$ cat src/rtl/booth_mul32.sv
// booth_mul32: sequential signed 32x32 -> 64 multiplier.
// Iterative radix-4 Booth recoding, one recoded digit per clock, 16 steps.
// A 66-bit accumulator absorbs the +/-2M term without overflow; each step
// adds the digit times M into the upper 34 bits, then shifts arithmetic-right
// by two so that after the last step the product sits in acc[63:0].
module booth_mul32 (
  input  logic        clk,
  input  logic        reset_n,
  input  logic        op_start,
  input  logic        op_clear,
  input  logic [31:0] multiplicand,
  input  logic [31:0] multiplier,
  output logic        op_done,
  output logic [63:0] result
);

  typedef enum logic [1:0] {
    S_IDLE = 2'd0,
    S_EXEC = 2'd1,
    S_DONE = 2'd2
  } state_e;

  localparam logic [3:0] LAST_STEP = 4'd15;

  state_e      state_q, state_d;
  logic [3:0]  cnt_q, cnt_d;
  logic [31:0] m_q, m_d;
  // Multiplier with the implicit Q[-1] bit appended at position 0.
  logic [32:0] q_q, q_d;
  logic [65:0] acc_q, acc_d;

  // Booth recoding and partial-product formation signals
  logic [2:0]  triplet;
  logic        pp_zero;
  logic        pp_two;
  logic        pp_neg;
  logic [33:0] m_x1;
  logic [33:0] m_x2;
  logic [33:0] pp_mag;
  logic [33:0] pp_add;
  logic [33:0] upper_sum;
  logic signed [65:0] acc_pre;
  logic [65:0] acc_step;

  // State register with synchronous active-low reset
  always_ff @(posedge clk) begin
    if (!reset_n) begin
      state_q <= S_IDLE;
    end else begin
      state_q <= state_d;
    end
  end

  // Next-state logic: clear dominates, start only honoured in IDLE
  always_comb begin
    state_d = state_q;
    if (op_clear) begin
      state_d = S_IDLE;
    end else begin
      case (state_q)
        S_IDLE: if (op_start) state_d = S_EXEC;
        S_EXEC: if (cnt_q == LAST_STEP) state_d = S_DONE;
        S_DONE: state_d = S_DONE;
        default: state_d = S_IDLE;
      endcase
    end
  end

  // Output decode: done flag from state, result straight from the accumulator
  always_comb begin
    op_done = (state_q == S_DONE);
    result  = acc_q[63:0];
  end

  // Recode the current triplet {Q[2c+1], Q[2c], Q[2c-1]} into a Booth digit
  always_comb begin
    triplet = q_q[{cnt_q, 1'b0} +: 3];
    pp_zero = 1'b0;
    pp_two  = 1'b0;
    pp_neg  = 1'b0;
    case (triplet)
      3'b000, 3'b111: pp_zero = 1'b1;
      3'b001, 3'b010: ;
      3'b011:         pp_two  = 1'b1;
      3'b100: begin
        pp_two = 1'b1;
        pp_neg = 1'b1;
      end
      3'b101, 3'b110: pp_neg  = 1'b1;
      default:        pp_zero = 1'b1;
    endcase
  end

  // Partial product: select 0/M/2M, then negate as inv(x)+1 through an XOR mask
  always_comb begin
    m_x1   = {{2{m_q[31]}}, m_q};
    m_x2   = {m_q[31], m_q, 1'b0};
    if (pp_zero) begin
      pp_mag = '0;
    end else if (pp_two) begin
      pp_mag = m_x2;
    end else begin
      pp_mag = m_x1;
    end
    pp_add    = (pp_mag ^ {34{pp_neg}}) + {33'd0, pp_neg};
    upper_sum = acc_q[65:32] + pp_add;
    acc_pre   = {upper_sum, acc_q[31:0]};
    acc_step  = acc_pre >>> 2;
  end

  // Datapath next-state: operand capture, accumulation and step counting
  always_comb begin
    m_d   = m_q;
    q_d   = q_q;
    cnt_d = cnt_q;
    acc_d = acc_q;
    if (op_clear) begin
      cnt_d = '0;
      acc_d = '0;
    end else begin
      case (state_q)
        S_IDLE: begin
          cnt_d = '0;
          acc_d = '0;
          if (op_start) begin
            m_d = multiplicand;
            q_d = {multiplier, 1'b0};
          end
        end
        S_EXEC: begin
          acc_d = acc_step;
          if (cnt_q != LAST_STEP) cnt_d = cnt_q + 4'd1;
        end
        S_DONE: ;
        default: begin
          cnt_d = '0;
          acc_d = '0;
        end
      endcase
    end
  end

  // Datapath registers with synchronous active-low reset
  always_ff @(posedge clk) begin
    if (!reset_n) begin
      cnt_q <= '0;
      m_q   <= '0;
      q_q   <= '0;
      acc_q <= '0;
    end else begin
      cnt_q <= cnt_d;
      m_q   <= m_d;
      q_q   <= q_d;
      acc_q <= acc_d;
    end
  end

endmodule
$ cat config.mk
export PLATFORM = sky130hd
export DESIGN_NAME = booth_mul32
export DESIGN_NICKNAME = d
export VERILOG_FILES = /design/src/rtl/booth_mul32.sv
export SDC_FILE = /design/constraint.sdc
export NUM_CORES = 1
export LEC_CHECK = 0
export ABC_CLOCK_PERIOD_IN_PS = 4500
export BUFFER_PORTS_ARGS = -buffer_cell sky130_fd_sc_hd__buf_2
export CAP_MARGIN = 30
export CORE_MARGIN = 4
export CORE_UTILIZATION = 52
export DETAILED_ROUTE_END_ITERATION = 12
export GPL_TIMING_DRIVEN = 0
export MAX_ROUTING_LAYER = met4
export PLACE_DENSITY = 0.86
export REMOVE_ABC_BUFFERS = 1
export SLEW_MARGIN = 30
export SYNTH_ARGS = -nofsm -noshare
export SYNTH_HDL_FRONTEND = slang
export SYNTH_SLANG_ARGS = --single-unit
$ cat constraint.sdc
create_clock -name clk -period 4.5 [get_ports clk]
set_clock_uncertainty 0.05 [all_clocks]
set_input_delay 0.675 -clock clk [delete_from_list [all_inputs] [get_ports clk]]
set_output_delay 0.675 -clock clk [all_outputs]
set_load 0.05 [all_outputs]
== Yosys cells after proc, flatten, opt, wreduce, memory -nomap -nowiden ==
Cells that the tools add are included.

* Flip-flop bits (word level): 136
* Input bits: 68
* Output and inout port bits: 65
* Word-level logic and storage cells: 45

* Add/subtract/negate cells: 3
* Equality and inequality tests: 12
* Shift operators: 1
* Multiplexer cells: 11
* Bitwise operators: 4
* Reduce and logical (&&, ||, !) cells: 9

{| class="wikitable"
|+ Operators with widths
! cell !! count
|-
| 66-bit case mux with 2 select lines || 1
|-
| 34-bit by 1-bit adder with 34-bit output || 1
|-
| 34-bit adder || 1
|-
| 34-bit two-way mux || 1
|-
| 34-bit XOR || 1
|-
| 33-bit by 6-bit indexed part select with 3-bit output || 1
|-
| 32-bit two-way mux || 1
|-
| 3-bit equality test, second input constant || 4
|-
| 4-bit case mux with 2 select lines || 1
|-
| 2-bit inequality test, second input constant || 3
|-
| 2-bit case mux with 3 select lines || 1
|-
| 2-bit OR reduction || 3
|-
| 4-bit by 1-bit adder with 4-bit output, second input constant || 1
|-
| 4-bit equality test, second input constant || 1
|-
| 2-bit two-way mux || 2
|-
| 4-bit two-way mux || 1
|-
| 4-bit inequality test, second input constant || 1
|-
| 2-bit AND reduction || 2
|-
| 3-bit by 2-bit equality test with 1-bit output, second input constant || 1
|-
| 3-bit zero test || 1
|-
| 1-bit two-way mux || 3
|-
| 1-bit NOT || 3
|-
| 3-bit AND reduction || 1
|-
| 3-bit OR reduction || 1
|-
| other kinds (3) || 3
|}

== Depth between registers and ports, before layout ==
Gate-level depths: netlist (run 1).

* Depth in word-level cells: 10
* Depth in mapped cells: 21
* Mapped depth without buffers: 19

== Worst setup path after synthesis (run 1) ==
No wires, ideal clock.

* Kind: reg-to-reg
* Start point: register cnt_q[1]
* End point: register acc_q[62]
* Library setup time: 121 ps
* Arrival time: 4717 ps
* Data required time: 4329 ps
* Path slack: -388 ps
* Cell stages (with the launch flop): 21
* Buffers on the path: 3
* Clock period less this slack: 4888 ps
* Cells stage by stage: dfxtp_1 > buf_2 > buf_1 > a221oi_1 > o31ai_1 > nor2_1 > nand2_1 > clkbuf_1 > nor2_1 > a221o_1 > ha_1 > nor2b_1 > o21ai_0 > a21boi_0 > o21ai_0 > a31oi_1 > a21oi_1 > a31o_2 > o21a_1 > o21ai_0 > mux2_2

* Cells in the longest elaborated chain, start to end: 10
* Elaborated cells between the ends (all ways): 19
* Those cells by class: 2 x add/sub; 5 x eq/ne; 1 x shift; 6 x mux; 1 x bitwise; 4 x reduce/logical

{| class="wikitable"
|+ RTL lines
! element !! RTL line !! RTL
|-
| start: declaration || 26 || <nowiki>logic [3:0] cnt_q, cnt_d;</nowiki>
|-
| start signal: assignment || 151 || <nowiki>cnt_q <= cnt_d;</nowiki>
|-
| 33-bit by 6-bit indexed part select with 3-bit output (*) || 77 || <nowiki>triplet = q_q[{cnt_q, 1'b0} +: 3];</nowiki>
|-
| 3-bit equality test or 3-bit by 2-bit equality test with 1-bit output (tied branches) || 81 || <nowiki>case (triplet)</nowiki>
|-
| 2-bit OR reduction (no source line) || -- ||
|-
| 1-bit two-way mux || 81 ||
|-
| 32-bit two-way mux || 100 || <nowiki>end else if (pp_two) begin</nowiki>
|-
| 34-bit two-way mux || 98 || <nowiki>if (pp_zero) begin</nowiki>
|-
| 34-bit XOR || 105 || <nowiki>pp_add = (pp_mag ^ {34{pp_neg}}) + {33'd0, pp_neg};</nowiki>
|-
| 34-bit by 1-bit adder with 34-bit output (*) || 105 ||
|-
| 34-bit adder (*) || 106 || <nowiki>upper_sum = acc_q[65:32] + pp_add;</nowiki>
|-
| 66-bit case mux with 2 select lines (*) || 121 || <nowiki>case (state_q)</nowiki>
|-
| end signal: assignment || 149 || <nowiki>acc_q <= '0;</nowiki>
|-
| end signal: assignment || 154 || <nowiki>acc_q <= acc_d;</nowiki>
|-
| end: declaration || 30 || <nowiki>logic [65:0] acc_q, acc_d;</nowiki>
|}

Mark *: on every way between the ends. The rest lies on a longest branch, timed or not.
A chain may end at the register's enable or synchronous reset.

== Worst setup path after layout (run 1) ==
* Start point: register cnt_q[0]
* End point: register acc_q[53]

Same word-level chain as after synthesis.

==> results of run 1 <==
## synth_stat cells, drive strengths merged (3+ instances only)
library cell,count,area [um2]
nor2,98,368
dfxtp,134,2680
o21ai,43,226
mux2,3,33.8
a21boi,67,503
a21oi,69,345
clkbuf,56,210
a211oi,5,42.5
and2,3,18.8
xor2,43,377
a31o,3,26.3
inv,21,78.8
mux2i,5,53.8
o21a,7,52.6
a31oi,4,25.0
or4,4,30.0
a221o,32,320
or3,3,18.8
nand4,6,37.5
xnor2,14,123
ha,36,450
nor2b,11,68.8
nand2,173,652
nor3,7,35.0
a22oi,17,138
buf,8,52.5
a21o,17,128
mux4,12,297
nand2b,6,37.5
and3,31,194
o21bai,5,37.5
nand3,7,35.0
## power breakdown
part           leakage (nW)  internal, mW  switching, mW
clock                 0.283         0.741          0.646
sequential             1.09          1.21         0.0314
combinational          3.27         0.180          0.230
total                  4.64          2.14          0.907
## per-stage QoR
stage	setup TNS [ps]	instances
2_1_floorplan	-30380	910
3_3_place_gp	-72080	1226
3_5_place_dp	-38020	1230
4_1_cts	-628	1307
5_1_grt	-7720	1333
6_report	-5460	1333
## placed cells by master (no fill, tap or decap), drive strengths merged, types with 36 or more instances in the layout
cell type and n:
ha 36, nor2 98, xor2 43, nand2 174, o21ai 43, a21oi 69, a21boi 67, dfxtp 134
buf 203
## layout make-up
| cell class | count | area share [%] |
|---|---|---|
| well taps | 184 | 2.17 |
| diodes | 1 | 0.0236 |
| multi-input cells | 757 | 52.7 |
| clock inverters | 15 | 1.46 |
| inverters | 21 | 0.743 |
| clock buffers | 17 | 4.01 |
| flip-flops and latches | 134 | 25.4 |
| repair buffers | 204 | 13.5 |
## how the worst min path moves through the flow
stage / cells after the start / start / end
global route: 2 / q_q[3] / q_q[3]
detailed placement: 2 / q_q[17] / q_q[17]
CTS: 2 / q_q[17] / q_q[17]
global placement: 2 / q_q[29] / q_q[29]
finish: 2 / q_q[3] / q_q[3]
floorplan: 2 / q_q[19] / q_q[19]
## tightest hold or removal path, stage by stage (launching register included)
cell      delay (ps)
dfxtp_1          310
nand2_1           50
a21boi_0          60
## per-layer routing
metal / GRT usage, % / vias to the layer above / wire length, um
met4: 15.9 / 0 / 2350
met2: 44.1 / 658 / 13200
met1: 32.1 / 4067 / 10400
met3: 5.58 / 250 / 2820
met5: - / - / 0
li1: - / 3784 / -
## sequential cells by signal, indices dropped and copies added, names as in the netlist
name     count
cnt_q        4
state_q      2
m_q         32
acc_q       64
q_q         32
## cell families (layout without fill, tap and decap cells)
kind of cell / count (synthesis) / count (layout) / share of synthesized area, %
AND/OR/NAND/NOR: 355 / 356 / 19.4
other: 0 / 1 / 0
adder cells (fa/ha/maj): 37 / 37 / 5.94
AO/OA/AOI/OAI: 286 / 286 / 25.3
XOR/XNOR: 57 / 57 / 6.30
flip-flops: 134 / 134 / 33.9
buffers and inverters: 85 / 257 / 4.31
multiplexers: 20 / 21 / 4.85
## timing repair
item | 4_1_cts | 5_1_grt
resized for setup | 90 | 67
gates cloned | 4 | 0
pin swaps | 47 | 59
buffers inserted | 42 | 27
endpoints found under the hold margin | 0 | 0
hold buffers | 0 | 0
setup endpoints to repair | 32 | 24
==> results.sh, run 1 <==
export IMPL_run_status="complete, but fails checks"
export IMPL_violations="negative setup slack"
export IMPL_dieArea_um2=17300
export IMPL_crit_fanout=8
export IMPL_grt_pass1_vias=7743
export IMPL_synthArstFlopShare_pct=0
export IMPL_path_common_cell="buf_6"
export IMPL_relSlewSlack_pct=38.2
export IMPL_multi_input_area_um2=5600
export IMPL_power_mw=3.04
export IMPL_hold_path_class="reg2reg"
export IMPL_synthCells=974
export IMPL_clk_root_buffer_cell="clkbuf_16"
export IMPL_final_util_pct=71.9
export IMPL_cpMaxStageDelayCell="mux4_4"
export IMPL_dr_pass1_iters=8
export IMPL_grt_start_max_net_pins=66
export IMPL_synth_edf_count=0
export IMPL_antenna_found_initial=1
export IMPL_synth_cell_types=61
export IMPL_portBuffers=132
export IMPL_postRouteAntennaNets=0
export IMPL_cts_buffers=17
export IMPL_design_area_um2=10600
export IMPL_r2r_slack_ps=-520
export IMPL_fmax_mhz=199
export IMPL_grt_pass1_wl_um=38400
export IMPL_placed_cell_area_um2=8720
export IMPL_cts_buffer_depth=2
export IMPL_slowest_delay_ps=680
export IMPL_crit_end="acc_q[53]"
export IMPL_worst_slack_ps=-521
export IMPL_routed_via_density=6.57
export IMPL_synth_flop_cell="dfxtp_1"
export IMPL_cts_sinks=134
export IMPL_path_class="reg2reg"
export IMPL_num_io_pins=133
export IMPL_post_route_min_period_ps=5020
export IMPL_wl_per_cell_um=21.6
export IMPL_p_leak_nw=4.64
export IMPL_netlist_area_um2=7920
export IMPL_clk_latency_ps=440
export IMPL_slew_violations=0
export IMPL_cap_viol_max_count=0
export IMPL_start_kind="register"
export IMPL_clkTransAtPathRegs_ps=70
export IMPL_drive_gt1_share_pct=31.0
export IMPL_timing_rr_end="acc_q[53]"
export IMPL_hpwlAfterDp_um=13600
export IMPL_cp_arrival_ps=5240
export IMPL_fill_cells=952
export IMPL_rsz0062_at_grt="true"
export IMPL_reg2reg_depth=20
export IMPL_cp_end_kind="register"
export IMPL_overflow=0
export IMPL_htree_levels=4
export IMPL_register_area_um2=2690
export IMPL_vias=8759
export IMPL_fp_coreArea_um2=14800
export IMPL_finalSetupViolations=21
export IMPL_place_ws_ps=-1980
export IMPL_ys_ff_latch=134
export IMPL_ir_drop_v=0.000250
export IMPL_rows=44
export IMPL_power_density_nw_per_um2=287
export IMPL_drt_initial_drc_count=1143
export IMPL_fp_dieH_um=131
export IMPL_drt_wl_total_um=28800
export IMPL_remaining_drc_errors=0
export IMPL_path_cells="mux4_2 > mux4_4 > buf_12 > nand2_8 > buf_6 > buf_6 > nor2_2 > a221o_1 > ha_4 > and4_4 > and2_4 > buf_4 > nand3_2 > nor2_2 > a21oi_1 > o211ai_1 > a31oi_4 > buf_6 > xor2_1 > o21ai_1"
export IMPL_area_growth_pct=33.9
export IMPL_start_util_pct=53.7
export IMPL_nets=1240
export IMPL_finalHoldViolations=0
export IMPL_die_x_um=131
export IMPL_routabilityCongestion=0.959
export IMPL_cts_tree="done"
export IMPL_r2r_start="cnt_q[0]"
export IMPL_crit_start="cnt_q[0]"
export IMPL_track_usage_pct=27.5
export IMPL_ys_warn_count=0
export IMPL_syn_area_per_cell_um2=8.14
export IMPL_period_share_pct=112
export IMPL_cp_buffers_inverters=5
export IMPL_worstMarginPinSlew_ps=926
export IMPL_critical_path_depth=20
export IMPL_crit_family="multiplexers"
export IMPL_required_ps=4720
export IMPL_whs_ps=418
export IMPL_ys_seq_area_share_pct=33.9
Power figures use the tool's default switching activity.
==> run 2, diff against run 1 <==
--- a/config.mk
+++ b/config.mk
@@ -5,11 +5,11 @@
 export SDC_FILE = /design/constraint.sdc
 export NUM_CORES = 1
 export LEC_CHECK = 0
-export ABC_CLOCK_PERIOD_IN_PS = 4500
+export ABC_CLOCK_PERIOD_IN_PS = 6100
 export BUFFER_PORTS_ARGS = -buffer_cell sky130_fd_sc_hd__buf_2
 export CAP_MARGIN = 30
 export CORE_MARGIN = 4
-export CORE_UTILIZATION = 52
+export CORE_UTILIZATION = 55
 export DETAILED_ROUTE_END_ITERATION = 12
 export GPL_TIMING_DRIVEN = 0
 export MAX_ROUTING_LAYER = met4
==> constraint.sdc (replaced) <==
create_clock -name clk -period 6.1 [get_ports clk]
set_clock_uncertainty 0.05 [all_clocks]
set_input_delay 0.915 -clock clk [delete_from_list [all_inputs] [get_ports clk]]
set_output_delay 0.915 -clock clk [all_outputs]
set_load 0.05 [all_outputs]
==> run 2 against run 1 <==
The run now ends clean. Clock power shrank 25%. Register-to-register slack better by 970 ps. Setup slack better by 970 ps. Non-clock buffer count shrank 66. Wire length is 28% lower. Via count decreased by 16%. Sequential cell count unchanged. Sequential share of layout area rose by 3.3 points. Final cell count down 5.5%. Critical path type unchanged. First-iteration DRC count fell by 50%.
==> results.sh, run 2 (synthesis results as in run 1) <==
export IMPL_run_status="completed"
export IMPL_grt_pass1_wl_um=33700
export IMPL_start_util_pct=56.6
export IMPL_cts_buffer_depth=2
export IMPL_nets=1173
export IMPL_drt_initial_drc_count=573
export IMPL_crit_fanout=17
export IMPL_fp_dieH_um=128
export IMPL_ir_drop_v=0.000170
export IMPL_finalHoldViolations=0
export IMPL_drive_gt1_share_pct=18.4
export IMPL_antenna_found_initial=1
export IMPL_use_met1_pct=33.2
export IMPL_reg_largest_list="acc_q: 64 flops, m_q: 32 flops, q_q: 32 flops"
export IMPL_routed_via_density=5.87
export IMPL_dieArea_um2=16400
export IMPL_fin_cells=1260
export IMPL_num_io_pins=133
export IMPL_slowest_delay_ps=780
export IMPL_final_common_cell="nand2_1"
export IMPL_whs_ps=414
export IMPL_remaining_drc_errors=0
export IMPL_power_mw=2.18
export IMPL_htree_levels=4
export IMPL_design_area_um2=9370
export IMPL_cts_buffers=17
export IMPL_hold_path_class="reg2reg"
export IMPL_die_x_um=128
export IMPL_fmax_mhz=177
export IMPL_required_ps=6360
export IMPL_post_route_min_period_ps=5650
export IMPL_cts_sinks=134
export IMPL_busiest_layer="met2"
export IMPL_worstMarginPinSlew_ps=920
export IMPL_dr_pass1_iters=5
export IMPL_largest_reg_flops=64
export IMPL_period_share_pct=92.7
export IMPL_cap_viol_max_count=0
export IMPL_clk_latency_ps=430
export IMPL_routabilityCongestion=0.944
export IMPL_cpMaxStageDelayCell="mux4_4"
export IMPL_hpwlAfterDp_um=13600
export IMPL_mostFrequentLayoutCells="nand2_1 (171), dfxtp_1 (133), buf_2 (131)"
export IMPL_grt_pass1_vias=6919
export IMPL_start_kind="register"
export IMPL_relSlewSlack_pct=38.2
export IMPL_fp_coreArea_um2=14000
export IMPL_cp_buffers_inverters=1
export IMPL_finalSetupViolations=0
export IMPL_crit_family="compound AO/OA/AOI/OAI gates"
export IMPL_setup_tns_ps=0
export IMPL_rows=43
export IMPL_slew_violations=0
export IMPL_path_class="reg2reg"
export IMPL_postRouteAntennaNets=0
export IMPL_path_cells="mux4_1 > mux4_4 > nor2_4 > a211o_1 > inv_1 > fa_1 > nor2b_1 > o21ai_0 > a21boi_1 > o21ai_0 > a31oi_1 > a21oi_1 > a31o_2 > o21a_1 > o21ai_0 > mux2_2"
export IMPL_vias=7394
export IMPL_clkTransAtPathRegs_ps=60
export IMPL_cp_end_kind="register"
export IMPL_wl_per_cell_um=16.4
export IMPL_placed_cell_area_um2=8710
export IMPL_path_common_cell="o21ai_0"
export IMPL_drt_wl_total_um=20600
export IMPL_hold_buffers=0
export IMPL_p_leak_nw=4.28
export IMPL_placed_cells=1226
export IMPL_portBuffers=132
export IMPL_top_register="acc_q"
export IMPL_cp_arrival_ps=5910
export IMPL_cts_tree="done"
export IMPL_power_density_nw_per_um2=233
export IMPL_grtUsageMet2_pct=39.9
export IMPL_overflow=0
export IMPL_track_usage_pct=25.9
export IMPL_area_growth_pct=18.3
export IMPL_rsz0062_at_grt="false"
export IMPL_grt_start_max_net_pins=66
export IMPL_clk_root_buffer_cell="clkbuf_16"
export IMPL_grt_util_met3_pct=5.75
[run 2: changes by cell type in the layout (fill, tap and decap cells not counted), sizes merged]
cell / delta
buf: -65
inv: -9
bufinv: +3
clkinvlp: +3
clkbuf: +1
clkinv: -1
nand2: -1
[run 2: worst paths after layout]
| check | slack [ps] | startpoint | depth (start not counted) | endpoint |
|---|---|---|---|---|
| worst max-delay path | 450 | cnt_q[0] | 16 | acc_q[62] |
| worst min-delay path | 410 | q_q[32] | 2 | q_q[32] |
| worst max register to register | 450 | cnt_q[0] | 16 | acc_q[62] |
| worst min register to register | 410 | q_q[32] | 2 | q_q[32] |
[run 2: layout make-up]
class / count / area (um2)
fill: 1155 / 4610
tap: 180 / 225
multi-input combinational: 756 / 5000
sequential: 134 / 2680
antenna: 1 / 2.50
timing repair buffer: 138 / 788
inverter: 21 / 78.8
clock buffer: 19 / 443
clock inverter: 11 / 151
[run 2: power by group]
group,leakage (nW),internal [mW],switching [mW]
Sequential,1.09,0.898,0.0211
Clock,0.278,0.650,0.390
Combinational,2.91,0.0948,0.131
Total,4.28,1.64,0.542
[run 2: per-stage QoR]
stage / setup WS [ps] / util (%)
after global placement: -1600 / 61.1
after floorplan: -30.2 / -
after global routing: 79.4 / 67.0
final: 447 / 67.0
after CTS: 80.4 / 66.6
after detailed placement: -416 / 62.3
[run 2: repair_timing]
action | CTS | global route
setup buffers | 0 | 2
gates cloned | 0 | 1
setup endpoints to repair | 6 | 5
resized for setup | 2 | 4
[run 2: tightest hold or removal path, stage by stage, from the launching register on]
cell and delay [ps]:
dfxtp_1 300, nand2_1 50, a21boi_0 60
[run 2: routing by layer]
layer	wire length (um)	share of wire [%]
met1	9150	44
met2	9700	47
met3	1200	5.8
met4	601	2.9
met5	0	0
